<file path="config.mk">
export PLATFORM = sky130hd
export DESIGN_NAME = cdb_arbiter
export DESIGN_NICKNAME = d
export VERILOG_FILES = /design/src/rtl/cdb_arbiter_pkg.sv /design/src/rtl/cdb_age_select.sv /design/src/rtl/cdb_arbiter.sv
export SDC_FILE = /design/constraint.sdc
export NUM_CORES = 1
export LEC_CHECK = 0
export CAP_MARGIN = 20
export CORE_MARGIN = 5
export CORE_UTILIZATION = 49
export DETAILED_ROUTE_END_ITERATION = 16
export GPL_TIMING_DRIVEN = 0
export PLACE_DENSITY = 0.8
export SYNTH_ARGS = -nofsm -noshare
export SYNTH_HDL_FRONTEND = slang
export SYNTH_SLANG_ARGS = --single-unit
</file>
<file path="constraint.sdc">
create_clock -name clock -period 13.49 [get_ports clock]
set_input_delay 2.0235 -clock clock [delete_from_list [all_inputs] [get_ports clock]]
set_output_delay 2.0235 -clock clock [all_outputs]
set_load 0.01 [all_outputs]
</file>
<file path="src/rtl/cdb_arbiter_pkg.sv">
// Shared types and defaults for the Common Data Bus arbiter.
// Slot and broadcast payloads are sized by the CDB_* defaults below.
package cdb_arbiter_pkg;

  localparam int unsigned CDB_NUM_FU       = 5;
  localparam int unsigned CDB_NUM_ROB      = 8;
  localparam int unsigned CDB_NUM_PR       = 64;
  localparam int unsigned CDB_DATA_W       = 64;
  localparam int unsigned CDB_STARVE_LIMIT = 4;
  localparam int unsigned CDB_ROB_W        = $clog2(CDB_NUM_ROB);
  localparam int unsigned CDB_PR_W         = $clog2(CDB_NUM_PR);
  localparam int unsigned CDB_CNT_W        = $clog2(CDB_STARVE_LIMIT + 1);

  typedef struct packed {
    logic                  valid;
    logic [CDB_PR_W-1:0]   T_idx;
    logic [CDB_ROB_W-1:0]  ROB_idx;
    logic [CDB_DATA_W-1:0] result;
    logic [CDB_CNT_W-1:0]  wait_cnt;
  } CDB_SLOT_t;

  // Broadcast payload seen by RS wakeup, Map Table and ROB.
  typedef struct packed {
    logic                  valid;
    logic [CDB_PR_W-1:0]   T_idx;
    logic [CDB_ROB_W-1:0]  ROB_idx;
    logic [CDB_DATA_W-1:0] result;
  } CDB_OUT_t;

  // Distance of a ROB index from a reference, modulo the ROB size.
  function automatic logic [CDB_ROB_W-1:0] rob_dist(input logic [CDB_ROB_W-1:0] idx,
                                                     input logic [CDB_ROB_W-1:0] ref_idx);
    return idx - ref_idx;
  endfunction

endpackage

</file>
<file path="src/rtl/cdb_age_select.sv">
// Picks one holding slot: starved slots first (lowest index), else the oldest by
// ROB age, ties to the lowest index. Purely combinational, one-hot grant.
module cdb_age_select
  import cdb_arbiter_pkg::*;
#(
  parameter int unsigned NUM_FU = CDB_NUM_FU,
  parameter int unsigned ROB_W  = CDB_ROB_W
) (
  input  logic [NUM_FU-1:0]            valid_i,
  input  logic [NUM_FU-1:0]            starve_i,
  input  logic [NUM_FU-1:0][ROB_W-1:0] age_i,
  output logic [NUM_FU-1:0]            grant_o
);

  localparam int unsigned KEY_W = ROB_W + 1;
  localparam int unsigned IDX_W = (NUM_FU > 1) ? $clog2(NUM_FU) : 1;

  logic [KEY_W-1:0] key;
  logic [KEY_W-1:0] best_key;
  logic [IDX_W-1:0] best_idx;
  logic             found;

  // Starved slots map to key 0; strict less-than keeps the lowest index on ties.
  always_comb begin
    grant_o  = '0;
    key      = '0;
    best_key = '1;
    best_idx = '0;
    found    = 1'b0;
    for (int i = 0; i < NUM_FU; i++) begin
      key = starve_i[i] ? KEY_W'(0) : {1'b1, age_i[i]};
      if (valid_i[i] && (!found || (key < best_key))) begin
        found    = 1'b1;
        best_key = key;
        best_idx = IDX_W'(i);
      end
    end
    if (found) begin
      grant_o[best_idx] = 1'b1;
    end
  end

endmodule

</file>
<file path="src/rtl/cdb_arbiter.sv">
// Common Data Bus arbiter: one holding slot per FU, one registered broadcast per
// cycle, oldest-first with starvation override and rollback squash.
module cdb_arbiter
  import cdb_arbiter_pkg::*;
#(
  parameter int unsigned NUM_FU       = CDB_NUM_FU,
  parameter int unsigned NUM_ROB      = CDB_NUM_ROB,
  parameter int unsigned NUM_PR       = CDB_NUM_PR,
  parameter int unsigned DATA_W       = CDB_DATA_W,
  parameter int unsigned STARVE_LIMIT = CDB_STARVE_LIMIT
) (
  input  logic                                      clock,
  input  logic                                      reset,
  input  logic                                      en,
  input  logic                                      rollback_en,
  input  logic [$clog2(NUM_ROB)-1:0]                ROB_rollback_idx,
  input  logic [$clog2(NUM_ROB)-1:0]                diff_ROB,
  input  logic [$clog2(NUM_ROB)-1:0]                ROB_head_idx,
  input  logic [NUM_FU-1:0]                         fu_done,
  input  logic [NUM_FU-1:0][$clog2(NUM_PR)-1:0]     fu_T_idx,
  input  logic [NUM_FU-1:0][$clog2(NUM_ROB)-1:0]    fu_ROB_idx,
  input  logic [NUM_FU-1:0][DATA_W-1:0]             fu_result,
  output logic [NUM_FU-1:0]                         fu_stall,
  output logic                                      CDB_valid,
  output logic [$clog2(NUM_PR)-1:0]                 CDB_T_idx,
  output logic [$clog2(NUM_ROB)-1:0]                CDB_ROB_idx,
  output logic [DATA_W-1:0]                         CDB_result
);

  localparam int unsigned ROB_W = $clog2(NUM_ROB);
  localparam int unsigned CNT_W = $clog2(STARVE_LIMIT + 1);

  CDB_SLOT_t [NUM_FU-1:0] slot_q, slot_d;
  CDB_OUT_t               cdb_q, cdb_d;

  logic [NUM_FU-1:0]            slot_valid;
  logic [NUM_FU-1:0]            starve;
  logic [NUM_FU-1:0]            cand;
  logic [NUM_FU-1:0]            grant;
  logic [NUM_FU-1:0]            squash_slot;
  logic [NUM_FU-1:0]            squash_in;
  logic [NUM_FU-1:0]            slot_busy;
  logic [NUM_FU-1:0][ROB_W-1:0] age;

  // Per-slot age, starvation and rollback classification.
  always_comb begin
    slot_valid  = '0;
    starve      = '0;
    cand        = '0;
    squash_slot = '0;
    squash_in   = '0;
    age         = '0;
    for (int i = 0; i < NUM_FU; i++) begin
      slot_valid[i]  = slot_q[i].valid;
      age[i]         = rob_dist(slot_q[i].ROB_idx, ROB_head_idx);
      starve[i]      = (slot_q[i].wait_cnt == CNT_W'(STARVE_LIMIT));
      squash_slot[i] = rollback_en && slot_q[i].valid &&
                       (rob_dist(slot_q[i].ROB_idx, ROB_rollback_idx) <= diff_ROB);
      squash_in[i]   = rollback_en && fu_done[i] &&
                       (rob_dist(fu_ROB_idx[i], ROB_rollback_idx) <= diff_ROB);
      cand[i]        = en && slot_q[i].valid && !squash_slot[i];
    end
  end

  cdb_age_select #(
    .NUM_FU (NUM_FU),
    .ROB_W  (ROB_W)
  ) u_age_select (
    .valid_i  (cand),
    .starve_i (starve),
    .age_i    (age),
    .grant_o  (grant)
  );

  // A slot still occupied after this edge blocks its FU.
  assign slot_busy = slot_valid & ~squash_slot & ~grant;
  assign fu_stall  = en ? (slot_busy & ~squash_in) : slot_valid;

  // Slot update, counters and broadcast selection.
  always_comb begin
    slot_d = slot_q;
    cdb_d  = '0;
    if (en) begin
      for (int i = 0; i < NUM_FU; i++) begin
        if (grant[i]) begin
          cdb_d = '{valid:   1'b1,
                    T_idx:   slot_q[i].T_idx,
                    ROB_idx: slot_q[i].ROB_idx,
                    result:  slot_q[i].result};
        end
        if (grant[i] || squash_slot[i]) begin
          slot_d[i] = '0;
        end else if (slot_q[i].valid && !starve[i]) begin
          slot_d[i].wait_cnt = slot_q[i].wait_cnt + CNT_W'(1);
        end
        if (fu_done[i] && !squash_in[i] && !slot_busy[i]) begin
          slot_d[i] = '{valid:    1'b1,
                        T_idx:    fu_T_idx[i],
                        ROB_idx:  fu_ROB_idx[i],
                        result:   fu_result[i],
                        wait_cnt: '0};
        end
      end
    end
  end

  always_ff @(posedge clock) begin
    if (reset) begin
      slot_q <= '0;
      cdb_q  <= '0;
    end else begin
      slot_q <= slot_d;
      cdb_q  <= cdb_d;
    end
  end

  assign CDB_valid   = cdb_q.valid;
  assign CDB_T_idx   = cdb_q.T_idx;
  assign CDB_ROB_idx = cdb_q.ROB_idx;
  assign CDB_result  = cdb_q.result;

endmodule

</file>
==> results of run 1 <==
through the flow:
| step | TNS [ns] | worst slack (ns) | total power, mW | util, % | cells |
|---|---|---|---|---|---|
| after global routing | -0.0817 | -0.0395 | 3.69 | 68.4 | 2777 |
| after CTS | 0 | 0.00869 | 3.55 | 67.9 | 2751 |
| final | 0 | 0.278 | 3.57 | 68.4 | 2782 |
| after detailed placement | -7.65 | -1.93 | 2.18 | 63.3 | 2668 |
| after floorplan | 0 | 1.22 | 1.86 | - | 1733 |
| after global placement | -6.88 | -1.81 | 2.16 | 63.1 | 2666 |
registers in the layout (all words and copies together), names as in the netlist:
name         flops
CDB_ROB_idx      3
CDB_T_idx        6
CDB_result      64
CDB_valid        1
slot_q         385
cells in the final DEF, fill, tap and decap left out, types with 13 or more instances in the layout:
master	instances
a21oi_1	21
a222oi_1	73
a22o_1	366
a31oi_1	81
and2_1	15
buf_1	15
buf_2	38
buf_4	23
clkbuf_1	80
clkbuf_16	47
clkdlybuf4s50_1	453
dfxtp_1	459
diode_2	20
fa_1	15
ha_1	65
inv_1	49
nand2_1	113
nand3_1	24
nor2_1	34
o21ai_0	93
xnor2_1	20
xor2_1	13
worst max path at each step:
stage                              startpoint          end  slack, ns  cells past startpoint
after CTS                 ROB_rollback_idx[1]  fu_stall[1]      0.009                     42
after floorplan           ROB_rollback_idx[1]  fu_stall[3]       1.22                     42
after detailed placement  ROB_rollback_idx[0]  fu_stall[2]      -1.93                     44
final                     ROB_rollback_idx[1]  fu_stall[3]       0.28                     43
after global routing      ROB_rollback_idx[1]  fu_stall[3]      -0.04                     43
after global placement    ROB_rollback_idx[0]  fu_stall[2]      -1.81                     44
timing repair:
item | in CTS | in global routing
resized for setup | 24 | 20
setup endpoints to repair | 5 | 5
cloned | 0 | 0
buffers inserted | 5 | 12
pin swaps | 4 | 9
kinds of logic (layout without fill, tap and decap cells):
kind of cell             Yosys count  in the layout  share of synthesized area (%)
adder cells (fa/ha/maj)           80             80                           6.06
AND/OR/NAND/NOR                  238            238                           6.03
buffers and inverters            203            758                           4.84
other                              0             20                              0
AO/OA/AOI/OAI                    716            716                           31.2
multiplexers                       4              4                          0.232
flip-flops                       459            459                           50.0
XOR/XNOR                          33             33                           1.57
power groups by stage:
| stage | Clock [mW] | Combinational [mW] | Sequential [mW] |
|---|---|---|---|
| 2_1_floorplan | 0 | 0.342 | 1.52 |
| 3_3_place_gp | 0 | 0.624 | 1.53 |
| 3_5_place_dp | 0 | 0.647 | 1.54 |
| 4_1_cts | 1.38 | 0.660 | 1.51 |
| 5_1_grt | 1.44 | 0.730 | 1.52 |
| 6_report | 1.37 | 0.683 | 1.51 |
layout make-up:
cell class / count / share of cell area (%)
repair buffers: 478 / 18.7
multi-input cells: 1071 / 32.8
well taps: 474 / 2.32
flip-flops and latches: 459 / 36.0
plain buffers: 147 / 2.82
diodes: 20 / 0.196
clock inverters: 23 / 1.20
inverters: 51 / 0.765
clock buffers: 59 / 5.18
worst max-delay path, delay by kind of cell:
family	cells	cell delay, ns
compound gates	15	2.97
xor+xnor	2	0.35
fa+ha+maj	6	1.96
buf+inv	5	1.16
mux	2	0.68
simple gates	13	2.01
per-layer routing:
layer	vias to the layer above	track usage (%)	part of all wire, %
met1	8461	42.5	38
met5	-	0	0.10
li1	7739	-	-
met4	12	17.8	5.3
met3	235	7.93	10
met2	1174	52.9	46
==> results.py, run 1 <==
metrics = {
    "yosys": {
        "async_reset_ff_share_pct": 0,
        "synthCells": 1733,
        "yosys.area.top_type": "dfxtp_1",
        "yosys-top-cells-count": "459 x dfxtp_1, 366 x a22o_1, 115 x nand2_1",
        "ys.flop_type": "dfxtp_1",
        "synth_top_area_share_pct": 50.0,
        "avgSynthCellArea_um2": 10.6,
        "synth-edff-count": 0,
        "yosys-top-cells-area": "dfxtp_1 50%, a22o_1 17%, ha_1 4.4%, a222oi_1 4.0%, a31oi_1 2.8%",
        "netlist_area_mm2": 0.0184,
        "syn-num-nets": 2196,
        "synth_cell_types": 73,
        "synth_seq_cells": 459,
        "yosysMostFrequentCell": "dfxtp_1",
        "ys_seq_area_share_pct": 50.0,
        "synth-warning-count": 0,
    },
    "die": {
        "coreArea_mm2": 0.0373,
        "io_pins": 462,
        "die_h_um": 204,
        "start_util_pct": 49.2,
        "die_w_um": 204,
        "die-area_mm2": 0.0415,
        "rows": 71,
    },
    "placed_design": {
        "dpl.hpwl_um": 54300,
        "gp_congestion": 0.940,
        "io_buffers": 459,
        "placed_area_mm2": 0.0236,
    },
    "setup_path": {
        "critPathKind": "input port to output pin",
        "r2r-end": "slot_q[21]$_SDFFE_PP0P_",
        "cp-start-kind": "input port",
        "cpPeakStageDelay_ns": 0.52,
        "reg2reg_from": "slot_q[67]$_SDFFE_PP0P_",
        "crit_top_cell": "ha_1",
        "endpoint_kind": "output pin",
        "cp.required_ns": 11.47,
        "cp_slowest_cell": "clkdlybuf4s50_1",
        "reg2reg_depth": 45,
        "rrSetupSlack_ns": 3.21,
        "cp_max_fo": 14,
        "arrival_ns": 11.19,
    },
    "detailed_routing": {
        "drtAntennaViolNets": 0,
        "wl_um": 72600,
        "num_vias": 17600,
        "viasPerCell": 6.33,
        "drtIter0Drc": 1973,
        "drcViolationCount": 0,
        "dr.pass1.iters": 12,
        "wl_per_cell_um": 26.1,
    },
    "layout": {
        "multi_input_area_mm2": 0.00838,
        "finish.instance_area_mm2": 0.0255,
        "fillers": 2815,
        "seqCellArea_mm2": 0.00919,
        "nets": 2717,
        "final_layout_size_suffix_gt1_share_pct": 8.09,
        "syn2layout_area_growth_pct": 38.9,
    },
    "timing": {
        "relSlewSlack_pct": 18.9,
        "post-route-period-util_pct": 97.9,
        "worstMarginPinSlew_ns": 1.22,
        "slew_viol_final": 0,
        "setup_viol": 0,
        "finalHoldViolations": 0,
        "hold_slack_ns": 0.472,
        "fin_skew_ns": 0.0186,
        "fmax_ghz": 0.0757,
        "min_period_ns": 13.21,
    },
    "clock_network": {
        "hold_buffers": 0,
        "h-tree-depth": 2,
        "numCtsBuffers": 46,
        "clock-sinks": 459,
        "clockBufferDepth": 3,
        "tritoncts": "built",
        "clkTransAtPathRegs_ns": 0.07,
        "clock_latency_ns": 0.59,
        "root_buffer": "clkbuf_16",
    },
    "min_path": {
        "hold_class": "flip-flop to flip-flop",
        "holdPathEnd": "slot_q[380]$_SDFFE_PP0P_",
        "hold_depth": 1,
        "holdCritStartpoint": "slot_q[380]$_SDFFE_PP0P_",
    },
    "power_and_ir_drop": {
        "intPower_mw": 2.57,
        "p_sw_share_pct": 28.0,
        "p_leak_nw": 9.85,
        "combPwrFrac_pct": 19.1,
        "pwr-share-seq_pct": 42.4,
        "p_clk_share_pct": 38.5,
        "peakVddDrop_uv": 95.4,
        "switchingPower_uw": 998,
        "powerDensity_mw_per_mm2": 140,
    },
    "global_routing": {
        "grt_pass1_wl_um": 107000,
        "grt_pass1_vias": 17700,
        "overflow": 0,
        "grt_max_degree": 20,
        "antenna_found_initial": 25,
        "groute.usage.overall_pct": 33.4,
    },
    "run": {
        "drv_cap": 0,
    },
    "outcome": {
        "status": "completed",
    },
}
No activity file was read; power rests on OpenSTA's default activity.
==> run 2, diff against run 1 <==
--- a/config.mk
+++ b/config.mk
@@ -6,11 +6,13 @@
 export NUM_CORES = 1
 export LEC_CHECK = 0
 export CAP_MARGIN = 20
+export CELL_PAD_IN_SITES_DETAIL_PLACEMENT = 0
+export CELL_PAD_IN_SITES_GLOBAL_PLACEMENT = 1
 export CORE_MARGIN = 5
-export CORE_UTILIZATION = 49
+export CORE_UTILIZATION = 38
 export DETAILED_ROUTE_END_ITERATION = 16
 export GPL_TIMING_DRIVEN = 0
-export PLACE_DENSITY = 0.8
+export PLACE_DENSITY_LB_ADDON = 0.1
 export SYNTH_ARGS = -nofsm -noshare
 export SYNTH_HDL_FRONTEND = slang
 export SYNTH_SLANG_ARGS = --single-unit
==> run 2 against run 1 <==
  * Die area rose by 27%
  * First-iteration DRC count fell by 15%
  * Largest power group unchanged
  * Design area rose by 1.3%
  * Sequential power barely moved
  * Power rose by 1.4%
  * Non-clock buffer count rose by 1
  * Setup slack improved by 0.14 ns
  * Global-route usage fell by 6.6 points
  * Register-to-register slack improved by 0.43 ns
  * Core utilization fell by 14 points
==> results.py, run 2 (same netlist as run 1, synthesis figures left out) <==
metrics = {
    "detailed_routing": {
        "wl_um": 75000,
        "drcViolationCount": 0,
        "num_vias": 16900,
        "drtAntennaViolNets": 0,
        "drtIter0Drc": 1686,
        "dr.pass1.iters": 6,
        "viasPerCell": 5.75,
        "wl_per_cell_um": 25.6,
    },
    "layout": {
        "largest_reg_flops": 385,
        "layout_common_cells": "459 x dfxtp_1, 455 x clkdlybuf4s50_1, 366 x a22o_1",
        "syn2layout_area_growth_pct": 40.7,
        "instances_no_fill": 2934,
        "fillers": 4341,
        "layout_commonest_cell": "dfxtp_1",
        "final_layout_size_suffix_gt1_share_pct": 8.22,
        "top_register": "slot_q",
        "nets": 2721,
    },
    "global_routing": {
        "grt_pass1_wl_um": 109000,
        "grt_pass1_vias": 17000,
        "overflow": 0,
        "antenna_found_initial": 32,
        "grt_max_degree": 20,
        "groute.usage.overall_pct": 26.8,
    },
    "timing": {
        "slew_viol_final": 0,
        "min_period_ns": 13.07,
        "finalHoldViolations": 0,
        "relSlewSlack_pct": 29.3,
        "worstMarginPinSlew_ns": 1.05,
        "rsz0062_at_grt": "true",
        "fin_skew_ns": 0.0136,
        "setup_viol": 0,
        "post-route-period-util_pct": 96.9,
        "hold_slack_ns": 0.468,
        "fmax_ghz": 0.0765,
    },
    "setup_path": {
        "cpPeakStageDelay_ns": 0.51,
        "crit_top_cell": "ha_1",
        "cp-start-kind": "input port",
        "arrival_ns": 11.05,
        "critPathKind": "input port to output pin",
        "endpoint_kind": "output pin",
        "cp_max_fo": 10,
        "cp.required_ns": 11.47,
        "cp_slowest_cell": "clkdlybuf4s50_1",
    },
    "die": {
        "start_util_pct": 38.5,
        "io_pins": 462,
        "die-area_mm2": 0.0528,
        "die_h_um": 230,
        "coreArea_mm2": 0.0477,
        "rows": 80,
        "die_w_um": 230,
    },
    "power_and_ir_drop": {
        "p_leak_nw": 9.90,
        "peakVddDrop_uv": 88.9,
        "powerDensity_mw_per_mm2": 140,
    },
    "clock_network": {
        "clock-sinks": 459,
        "clockBufferDepth": 3,
        "clkTransAtPathRegs_ns": 0.06,
        "clock_latency_ns": 0.59,
        "numCtsBuffers": 49,
        "h-tree-depth": 2,
        "tritoncts": "built",
        "root_buffer": "clkbuf_16",
    },
    "outcome": {
        "status": "completed",
    },
    "placed_design": {
        "dpl.hpwl_um": 56800,
        "gp_congestion": 0.882,
        "io_buffers": 459,
        "numPlacedInstances": 2811,
    },
    "run": {
        "drv_cap": 0,
    },
    "min_path": {
        "hold_class": "flip-flop to flip-flop",
    },
}
==> run 2: metrics by stage <==
| step | TNS (ns) | setup WS (ns) | area (µm²) | power [mW] | util, % |
|---|---|---|---|---|---|
| final | 0 | 0.420 | 25900 | 3.62 | 54.1 |
| after global routing | -0.0855 | -0.0414 | 25800 | 3.76 | 54.1 |
| after CTS | 0 | 0.00521 | 25600 | 3.63 | 53.7 |
| after detailed placement | -7.85 | -1.99 | 23800 | 2.19 | 49.9 |
| after global placement | -7.83 | -1.95 | 23700 | 2.18 | 49.7 |
| after floorplan | 0 | 1.22 | 18400 | 1.86 | - |
==> run 2: layout make-up <==
cell class,count,area [µm²],area share [%]
flip-flops and latches,459,9190,35.5
multi-input cells,1071,8400,32.5
repair buffers,478,4780,18.5
clock buffers,75,1490,5.75
well taps,615,769,2.98
plain buffers,148,734,2.84
clock inverters,16,245,0.949
inverters,51,195,0.755
diodes,21,52.6,0.203
==> run 2: power breakdown <==
| group | leakage, nW | internal (mW) | switching, mW | total (mW) |
|---|---|---|---|---|
| combinational | 5.32 | 0.309 | 0.371 | 0.680 |
| sequential | 3.73 | 1.45 | 0.0564 | 1.51 |
| clock | 0.846 | 0.857 | 0.575 | 1.43 |
==> run 2: what timing repair did <==
item	4_1_cts	5_1_grt
pin swaps	5	13
setup endpoints to repair	5	5
buffers inserted	6	9
hold buffers	0	0
resized for setup	27	24
endpoints found under the hold margin	0	0
==> run 2: final timing paths <==
kind                            startpoint  cells past startpoint  slack [ns]                   endpoint
hold / removal    slot_q[373]$_SDFFE_PP0P_                      1        0.47   slot_q[373]$_SDFFE_PP0P_
setup / recovery       ROB_rollback_idx[1]                     44        0.42                fu_stall[3]
setup reg to reg   slot_q[67]$_SDFFE_PP0P_                     45        3.64  CDB_result[46]$_SDFF_PP0_
hold reg to reg   slot_q[373]$_SDFFE_PP0P_                      1        0.47   slot_q[373]$_SDFFE_PP0P_
==> run 2: routing by layer <==
metal  global-route usage (%)  wire length [µm]  vias to the layer above
met4                     10.3              2620                       22
met3                     7.29              6240                      151
li1                         -                 -                     7762
met5                        0               153                        -
met1                     33.8             30600                     8228
met2                     43.9             35400                      720
==> run 2: worst max-delay path: cells and delay by family <==
kind / cells / cell delay (ns)
multiplexers: 2 / 0.66
XOR/XNOR: 2 / 0.40
buffers and inverters: 6 / 1.31
AO/OA/AOI/OAI: 15 / 2.80
adder cells (fa/ha/maj): 6 / 1.90
AND/OR/NAND/NOR: 13 / 1.92
